**src/rtl/pwconv_1point_mul8_issuer_if.sv**
```systemverilog
// Point bus from the issuer to the 8-input + bias adder.
// Handshake: the adder raises out_ready when it can take a point this cycle;
// the issuer raises en for exactly one cycle per point, and en is only ever
// high in a cycle that follows an edge where out_ready was 1. When out_ready
// is 0 the issuer freezes and en stays 0.
interface pwconv_1point_mul8_issuer_if #(
  parameter int PA_W = 4,
  parameter int OA_W = 2
);
  logic            out_ready;
  logic [31:0]     data_in0;
  logic [31:0]     data_in1;
  logic [31:0]     data_in2;
  logic [31:0]     data_in3;
  logic [31:0]     data_in4;
  logic [31:0]     data_in5;
  logic [31:0]     data_in6;
  logic [31:0]     data_in7;
  logic [31:0]     bias;
  logic            en;
  logic [PA_W-1:0] pos_idx;
  logic [OA_W-1:0] oc_idx;

  modport master (
    input  out_ready,
    output data_in0, data_in1, data_in2, data_in3,
    output data_in4, data_in5, data_in6, data_in7,
    output bias, en, pos_idx, oc_idx
  );

  modport slave (
    output out_ready,
    input  data_in0, data_in1, data_in2, data_in3,
    input  data_in4, data_in5, data_in6, data_in7,
    input  bias, en, pos_idx, oc_idx
  );
endinterface

```
**src/rtl/pwconv_1point_mul8_issuer.sv**
```systemverilog
// Producer for the PWconv 1x1 point adder. Walks (pos, oc) with oc innermost,
// issues one feature word and one weight word per pair, and presents the
// 8 signed int8 products (sign-extended to 32 bits) plus the channel bias.
// feat_addr/w_addr are registered read addresses; the memory returns the
// addressed word in the cycle after the pair was issued, so the addresses
// double as the stage-1 tags. Everything freezes while out_ready is 0.
module pwconv_1point_mul8_issuer #(
  parameter int NPOS = 16,
  parameter int NOC  = 4,
  parameter int PA_W = 4,
  parameter int OA_W = 2
) (
  input  logic            clk,
  input  logic            rst_b,
  input  logic            start,
  output logic [PA_W-1:0] feat_addr,
  input  logic [63:0]     feat_data,
  output logic [OA_W-1:0] w_addr,
  input  logic [63:0]     w_data,
  input  logic [31:0]     bias_data,
  output logic            busy,
  output logic            done,
  output logic [1:0]      dbg_state,
  pwconv_1point_mul8_issuer_if.master pt
);

  typedef enum logic [1:0] {
    S_IDLE  = 2'd0,
    S_RUN   = 2'd1,
    S_DRAIN = 2'd2,
    S_DONE  = 2'd3
  } state_t;

  localparam logic [PA_W-1:0] POS_LAST = PA_W'(NPOS - 1);
  localparam logic [OA_W-1:0] OC_LAST  = OA_W'(NOC - 1);

  state_t          state_q, state_d;
  logic [PA_W-1:0] pos_q, pos_d;
  logic [OA_W-1:0] oc_q, oc_d;
  logic [PA_W-1:0] feat_addr_q, feat_addr_d;
  logic [OA_W-1:0] w_addr_q, w_addr_d;
  logic            v1_q, v1_d;
  logic            v2_q, v2_d;
  logic            en_q, en_d;
  logic [PA_W-1:0] pos_idx_q, pos_idx_d;
  logic [OA_W-1:0] oc_idx_q, oc_idx_d;
  logic [31:0]     bias_q, bias_d;
  logic [31:0]     data_q [8];
  logic [31:0]     data_d [8];

  logic            advance;
  logic            issue;
  logic            last_pair;
  logic signed [15:0] prod [8];

  assign advance   = pt.out_ready;
  assign issue     = (state_q == S_RUN) && advance;
  assign last_pair = (pos_q == POS_LAST) && (oc_q == OC_LAST);

  // Full signed 8x8 products, one per channel lane.
  for (genvar k = 0; k < 8; k++) begin : g_mul
    assign prod[k] = $signed(feat_data[8*k +: 8]) * $signed(w_data[8*k +: 8]);
  end

  // Next-state: pair counters, issue stage, output stage and FSM.
  always_comb begin
    state_d     = state_q;
    pos_d       = pos_q;
    oc_d        = oc_q;
    feat_addr_d = feat_addr_q;
    w_addr_d    = w_addr_q;
    v1_d        = v1_q;
    v2_d        = v2_q;
    en_d        = 1'b0;
    pos_idx_d   = pos_idx_q;
    oc_idx_d    = oc_idx_q;
    bias_d      = bias_q;
    for (int k = 0; k < 8; k++) begin
      data_d[k] = data_q[k];
    end

    // Stage 0: issue the current pair and step oc (inner) then pos (outer).
    if (issue) begin
      feat_addr_d = pos_q;
      w_addr_d    = oc_q;
      if (oc_q == OC_LAST) begin
        oc_d  = '0;
        pos_d = last_pair ? '0 : pos_q + 1'b1;
      end else begin
        oc_d  = oc_q + 1'b1;
      end
    end

    // Stages 1/2: memory data is valid while v1 is set; latch it on advance.
    if (advance) begin
      v1_d = issue;
      v2_d = v1_q;
      en_d = v1_q;
      if (v1_q) begin
        for (int k = 0; k < 8; k++) begin
          data_d[k] = {{16{prod[k][15]}}, prod[k]};
        end
        bias_d    = bias_data;
        pos_idx_d = feat_addr_q;
        oc_idx_d  = w_addr_q;
      end
    end

    case (state_q)
      S_IDLE:  if (start) state_d = S_RUN;
      S_RUN:   if (issue && last_pair) state_d = S_DRAIN;
      S_DRAIN: if (!v1_d && !v2_d) state_d = S_DONE;
      S_DONE:  state_d = S_IDLE;
      default: state_d = S_IDLE;
    endcase
  end

  // State register with synchronous active-low reset.
  always_ff @(posedge clk) begin
    if (!rst_b) begin
      state_q     <= S_IDLE;
      pos_q       <= '0;
      oc_q        <= '0;
      feat_addr_q <= '0;
      w_addr_q    <= '0;
      v1_q        <= 1'b0;
      v2_q        <= 1'b0;
      en_q        <= 1'b0;
      pos_idx_q   <= '0;
      oc_idx_q    <= '0;
      bias_q      <= '0;
      for (int k = 0; k < 8; k++) begin
        data_q[k] <= '0;
      end
    end else begin
      state_q     <= state_d;
      pos_q       <= pos_d;
      oc_q        <= oc_d;
      feat_addr_q <= feat_addr_d;
      w_addr_q    <= w_addr_d;
      v1_q        <= v1_d;
      v2_q        <= v2_d;
      en_q        <= en_d;
      pos_idx_q   <= pos_idx_d;
      oc_idx_q    <= oc_idx_d;
      bias_q      <= bias_d;
      for (int k = 0; k < 8; k++) begin
        data_q[k] <= data_d[k];
      end
    end
  end

  assign feat_addr  = feat_addr_q;
  assign w_addr     = w_addr_q;
  assign busy       = (state_q == S_RUN) || (state_q == S_DRAIN);
  assign done       = (state_q == S_DONE);
  assign dbg_state  = state_q;

  assign pt.data_in0 = data_q[0];
  assign pt.data_in1 = data_q[1];
  assign pt.data_in2 = data_q[2];
  assign pt.data_in3 = data_q[3];
  assign pt.data_in4 = data_q[4];
  assign pt.data_in5 = data_q[5];
  assign pt.data_in6 = data_q[6];
  assign pt.data_in7 = data_q[7];
  assign pt.bias     = bias_q;
  assign pt.en       = en_q;
  assign pt.pos_idx  = pos_idx_q;
  assign pt.oc_idx   = oc_idx_q;

endmodule
```
**src/flat_wrapper.sv**
```systemverilog
// flat-port wrapper written by rule: the top's interface ports become plain ports
module pwconv_1point_mul8_issuer_flat 
#(
  parameter int NPOS = 16,
  parameter int NOC  = 4,
  parameter int PA_W = 4,
  parameter int OA_W = 2
)
  (clk, rst_b, start, feat_addr, feat_data, w_addr, w_data, bias_data, busy, done, dbg_state, pt_out_ready, pt_data_in0, pt_data_in1, pt_data_in2, pt_data_in3, pt_data_in4, pt_data_in5, pt_data_in6, pt_data_in7, pt_bias, pt_en, pt_pos_idx, pt_oc_idx);
  pwconv_1point_mul8_issuer_if #(.PA_W(PA_W), .OA_W(OA_W)) pt_i ();
  input  logic clk;
  input  logic rst_b;
  input  logic start;
  output logic [PA_W-1:0] feat_addr;
  input  logic [63:0] feat_data;
  output logic [OA_W-1:0] w_addr;
  input  logic [63:0] w_data;
  input  logic [31:0] bias_data;
  output logic busy;
  output logic done;
  output logic [1:0] dbg_state;
  input wire logic [$bits(pt_i.out_ready)-1:0] pt_out_ready;
  output wire logic [$bits(pt_i.data_in0)-1:0] pt_data_in0;
  output wire logic [$bits(pt_i.data_in1)-1:0] pt_data_in1;
  output wire logic [$bits(pt_i.data_in2)-1:0] pt_data_in2;
  output wire logic [$bits(pt_i.data_in3)-1:0] pt_data_in3;
  output wire logic [$bits(pt_i.data_in4)-1:0] pt_data_in4;
  output wire logic [$bits(pt_i.data_in5)-1:0] pt_data_in5;
  output wire logic [$bits(pt_i.data_in6)-1:0] pt_data_in6;
  output wire logic [$bits(pt_i.data_in7)-1:0] pt_data_in7;
  output wire logic [$bits(pt_i.bias)-1:0] pt_bias;
  output wire logic [$bits(pt_i.en)-1:0] pt_en;
  output wire logic [$bits(pt_i.pos_idx)-1:0] pt_pos_idx;
  output wire logic [$bits(pt_i.oc_idx)-1:0] pt_oc_idx;
  assign pt_i.out_ready = pt_out_ready;
  assign pt_data_in0 = pt_i.data_in0;
  assign pt_data_in1 = pt_i.data_in1;
  assign pt_data_in2 = pt_i.data_in2;
  assign pt_data_in3 = pt_i.data_in3;
  assign pt_data_in4 = pt_i.data_in4;
  assign pt_data_in5 = pt_i.data_in5;
  assign pt_data_in6 = pt_i.data_in6;
  assign pt_data_in7 = pt_i.data_in7;
  assign pt_bias = pt_i.bias;
  assign pt_en = pt_i.en;
  assign pt_pos_idx = pt_i.pos_idx;
  assign pt_oc_idx = pt_i.oc_idx;
  pwconv_1point_mul8_issuer #(.NPOS(NPOS), .NOC(NOC), .PA_W(PA_W), .OA_W(OA_W)) u_core (.clk(clk), .rst_b(rst_b), .start(start), .feat_addr(feat_addr), .feat_data(feat_data), .w_addr(w_addr), .w_data(w_data), .bias_data(bias_data), .busy(busy), .done(done), .dbg_state(dbg_state), .pt(pt_i));
endmodule
```
**config.mk**
```make
export PLATFORM = sky130hd
export DESIGN_NAME = pwconv_1point_mul8_issuer_flat
export DESIGN_NICKNAME = d
export VERILOG_FILES = /design/src/rtl/pwconv_1point_mul8_issuer_if.sv /design/src/rtl/pwconv_1point_mul8_issuer.sv /design/src/flat_wrapper.sv
export SDC_FILE = /design/constraint.sdc
export NUM_CORES = 2
export LEC_CHECK = 0
export CAP_MARGIN = 20
export CORE_UTILIZATION = 45
export DETAILED_ROUTE_END_ITERATION = 10
export PLACE_DENSITY_LB_ADDON = 0.1
export SYNTH_ARGS = -nofsm -noshare
export SYNTH_HDL_FRONTEND = slang
export SYNTH_SLANG_ARGS = --single-unit
```
**constraint.sdc**
```tcl
create_clock -name clk -period 5.77 [get_ports clk]
set_clock_uncertainty 0.05 [all_clocks]
set_input_delay 0.8655 -clock clk [delete_from_list [all_inputs] [get_ports clk]]
set_output_delay 0.8655 -clock clk [all_outputs]
set_load 0.02 [all_outputs]
```
Word level (Yosys, flattened, before mapping)
Memories as Yosys holds them, arrays and structs flattened.
Cells that the tools add are included.
{ "word_totals": {"mem_bits_ro": 0, "input_bits": 164, "mem_bits_rw": 256, "regBits": 55, "n_memories": 1, "output_inout_bits": 305, "word_cells": 70, "latchBits": 0} }
{ "memory_table": {"columns": ["memory", "words", "width", "read_ports", "rd_clocked_by_memory_dff", "wr", "line_no", "text"], "rows": [
  ["u_core.data_q", 8, 32, 8, 0, 8, "pwconv_1point_mul8_issuer.sv:48", "logic [31:0] data_q [8];"]
]} }
{ "classes": {"order_cmp": 0, "n_reduce_logical": 12, "n_bitwise": 8, "multipliers": 8, "shift": 0, "n_mux": 20, "n_eq_ne": 8, "add_sub_neg": 2, "div_mod_pow": 0} }
{ "op_table": {"columns": ["op", "count"], "rows": [
  ["2-to-1 mux 256 bit", 2],
  ["2-to-1 mux 32 bit", 8],
  ["multiplier 8 x 8 -> 16 bit", 8],
  ["2-to-1 mux 2 bit", 4],
  ["OR 1 bit", 8],
  ["case mux 2 bit (4 select lines)", 1],
  ["== test 2 bit (second input constant)", 3],
  ["AND reduction 2 bit", 3],
  ["adder 4 x 1 -> 4 bit (second input constant)", 1],
  ["== test 4 bit (second input constant)", 1],
  ["logical AND 1 bit", 4],
  ["2-to-1 mux 1 bit", 4],
  ["2-to-1 mux 4 bit", 1],
  ["!= test 2 bit (second input constant)", 2],
  ["AND reduction 3 bit", 1],
  ["adder 2 x 1 -> 2 bit (second input constant)", 1],
  ["== test 2 x 1 -> 1 bit (second input constant)", 1],
  ["zero test 1 bit", 2],
  ["zero test 2 bit", 1],
  ["!= test 2 x 1 -> 1 bit (second input constant)", 1],
  ["logical OR 1 bit", 1]
]} }

Longest topological paths before layout
{ "logic_depth": {"ltp_word": 7, "depth_mapped": 17, "ltp_nobuf": 17} }

Least setup slack after synthesis
OpenSTA, ideal clock, no wires.
{ "synth_timing": {"kind": "input -> register", "startpoint": "input port feat_data[61]", "endpoint": "memory u_core.data_q[7][13] (netlist: u_core.data_q[0][237])", "n_path_buf": 0, "setup_time_ns": 0.117, "t_arrival_ns": 4.520, "required_ns": 5.603, "stages": 16, "setup_slack_ns": 1.083, "path_cell_list": "and2_1 -> fa_1 -> inv_1 -> fa_1 -> inv_1 -> fa_1 -> inv_1 -> fa_1 -> inv_1 -> ha_1 -> o211ai_1 -> o21a_1 -> a211o_2 -> a21boi_2 -> o21ai_1 -> a32o_1"} }
{ "synth_rtl": {"columns": ["element", "line_no", "text"], "rows": [
  ["start: declaration", "flat_wrapper.sv:15", "input logic [63:0] feat_data;"],
  ["end: declaration", "pwconv_1point_mul8_issuer.sv:48", null]
]} }

==> impl_metrics.toml <==
[routing]
wirelength_um = 66840
vias = 21080
drc = 0
detail-route-antenna-nets = 0
via_per_inst = 4.979
drt-initial-drc-count = 968
first_pass_iters = 5
wl_per_cell_um = 15.79

[setup_path]
cp_slowest_cell = "clkdlybuf4s50_1"
path_class = "in -> reg"
worst_ep_required_time_ps = 6070
rr_startpoint = "u_core.v1_q"
crit_arrival_ps = 5350
cp_cell_sequence = "clkdlybuf4s50_1, and2_1, fa_1, inv_1, fa_1, inv_1, fa_1, inv_1, fa_1, inv_1, ha_1, a21o_1, a21oi_1, nand3_1, a31oi_1, xnor2_1, a211oi_1"
startpoint = "feat_data[53]"
cpPeakStageDelay_ps = 570
cp-start-kind = "primary input"
cp_max_fo = 8
endpoint_kind = "flop"

[timing]
fin_crit_ps = 5055
worstMarginPinSlew_ps = 991.3
hold_ws_ps = 401.1
finalMaxSlewViolations = 0
timing.final.ws_setup_ps = 715.5
fin_tns_setup_ps = 0
setup_viol = 0
fin_crit_sh = 0.8760
slew_headroom = 0.3391
rsz0062_at_grt = "no"
fmax_mhz = 197.8
report.final.hold_viol_count = 0

[global_routing]
antenna_found_initial = 3
grt_max_degree = 122
grt_pass1_vias = 22210
gr-total-overflow = 0
grt_pass1_wl_um = 111600
track_usage = 0.2289

[logic_synthesis]
netlist-cell-type-count = 55
synth_top_family_by_area = "adder cells"
synthXorXnorAreaFrac = 0.02961
synth_compound_area_frac = 0.08620
synth_area_um2 = 27210
synthMuxAreaShare = 0.003264
synthArstFlopShare = 0
yosys.area_share.simple = 0.1822
synth_ff_type = "dfxtp_1"
ys_seq_area_frac = 0.1346
postSynthCellCount = 3123
yosysWarningCount = 0
synth.ff_latch_count = 183
synth_fp_nets = 3965
syn_avg_cell_area_um2 = 8.714
synthAdderAreaFrac = 0.4331
synth_edf_count = 0

[layout]
stdcell_area_um2 = 32460
fin_nets = 4288
seq_area_um2 = 3664
drive_above_1_share = 0.02775
finalNonFillerCells = 4233
post-route-util = 0.5470
multi_input_area_um2 = 20000
synthToLayoutAreaGrowth_pct = 19.29
fill_cells = 5436

[floorplanning]
fp.dieW_um = 247.9
die_height_um = 247.9
ioPinCount = 469
initial_core_util = 0.4585
die_area_um2 = 61460
core-area_um2 = 59350
placementRows = 89

[placement]
place_worst_setup_slack_ps = 207.7
port_buffers = 468
dp.cells = 4200
dpl-instance-area_um2 = 31870
gp_congestion = 0.8985
hpwl_um = 54490

[cts]
post_cts_buffers = 0
holdBufCountCts = 0
path_clk_slew_ps = 80
cts.htree.levels = 4
cts_made_buffers = 17
cts.sinks = 183
cts_tree = "done"
clockBufferDepth = 2
insertion_delay_ps = 500
root_buffer = "clkbuf_16"
ctsResizeCount = 0

[pwr]
p_clk_frac = 0.113
p_int_mw = 5.553
fin_total_pwr_mw = 10.81
seqPwrFrac = 0.136
p_sw_mw = 5.259
power_frac_comb = 0.751
p_sw_frac = 0.4864
p_leak_nw = 14.71
power_density_nw_per_um2 = 333.1
ir_drop_mv = 0.2928

[status]
status = "complete, no violations"

[flow_run]
max-cap-violations = 0

[hold_path]
min_path_type = "reg -> reg"
min_from = "u_core.data_q[0][7]"
==> power by group through the flow <==
stage                     Combinational [mW]  Sequential [mW]  Clock, mW
after floorplan                         6.07             1.59          0
after global placement                  8.00             1.49          0
after detailed placement                8.11             1.50          0
after CTS                               8.19             1.47       1.28
after global routing                    9.29             1.48       1.31
final                                   8.12             1.47       1.23
==> flip-flops by register name, indices dropped and copies added (netlist names), 4 cells and up <==
register,flops
u_core.data_q,128
u_core.pt.pos_idx,4
u_core.pt.bias,32
u_core.pos_q,4
u_core.feat_addr,4
==> final cells by class <==
cell class                      instances  area share
Multi-Input combinational cell       2123      0.6160
Timing Repair Buffer                  492      0.1501
Sequential cell                       183      0.1128
Inverter                              629     0.07288
Tap cell                              773     0.02979
Clock buffer                           17     0.01310
Clock inverter                         15    0.005203
Antenna cell                            1  0.00007708
==> cell families (layout without fill, tap and decap cells) <==
group,count (synthesis),after routing
AOI/OAI and AO/OA,365,365
xor gates and xnor gates,92,92
adders and majority gates,678,678
buffers and inverters,817,1153
DFF,183,183
muxes,8,8
other,0,1
and+or+nand+nor,980,980
==> cell usage in the layout, fill, tap and decap left out, types with 6 or more instances in the layout <==
master,synthesis,layout
a211oi_1,36,36
a211oi_2,9,9
a21boi_0,7,7
a21o_1,31,31
a21oi_1,166,166
a31oi_1,7,7
a32o_1,8,8
and2_1,332,332
buf_4,128,23
clkbuf_16,0,17
clkdlybuf4s50_1,0,467
dfxtp_1,183,183
fa_1,440,440
ha_1,238,238
inv_1,627,626
mux2_2,7,7
nand2_1,362,361
nand2b_1,12,12
nand3_1,55,55
nand3b_1,8,8
nand4b_1,7,7
nor2_1,79,78
nor2b_1,56,56
nor3_1,31,31
nor4_1,8,8
o211ai_1,21,21
o21a_1,10,10
o21ai_0,30,30
o21ai_1,6,6
o21ai_2,7,7
o21ba_2,7,7
or2_1,7,7
or3_1,16,16
xnor2_1,82,82
xor2_1,10,10
==> path summary, 6_finish.rpt <==
path                           end  cells after the start  slack, ps
max          u_core.data_q[0][223]                     17        720
min            u_core.data_q[0][7]                      2        400
max reg2reg   u_core.data_q[0][45]                      4       3490
min reg2reg    u_core.data_q[0][7]                      2        400
==> cells in the mapped netlist (38+ instances only) <==
cell type	number	share of area
nand2_1	362	0.050
xnor2_1	82	0.026
nand3_1	55	0.010
buf_4	128	0.035
and2_1	332	0.076
dfxtp_1	183	0.13
a21oi_1	166	0.031
nor2_1	79	0.011
clkbuf_1	38	0.0052
fa_1	440	0.32
nor2b_1	56	0.013
inv_1	627	0.086
ha_1	238	0.11
==> metal layers <==
metal  wire (um)  GRT usage
met5          25          0
met4        1595    0.07272
met3        3111    0.03785
met2       33030     0.3937
met1       29080     0.2919
==> worst max-delay path: cells and delay by family <==
kind	cells	cell delay (ps)
adder cells (fa/ha/maj)	5	2320
AO/OA/AOI/OAI	4	800
XOR/XNOR	1	190
AND/OR/NAND/NOR	2	410
buffers and inverters	5	770
No activity file was read; power rests on OpenSTA's default activity.
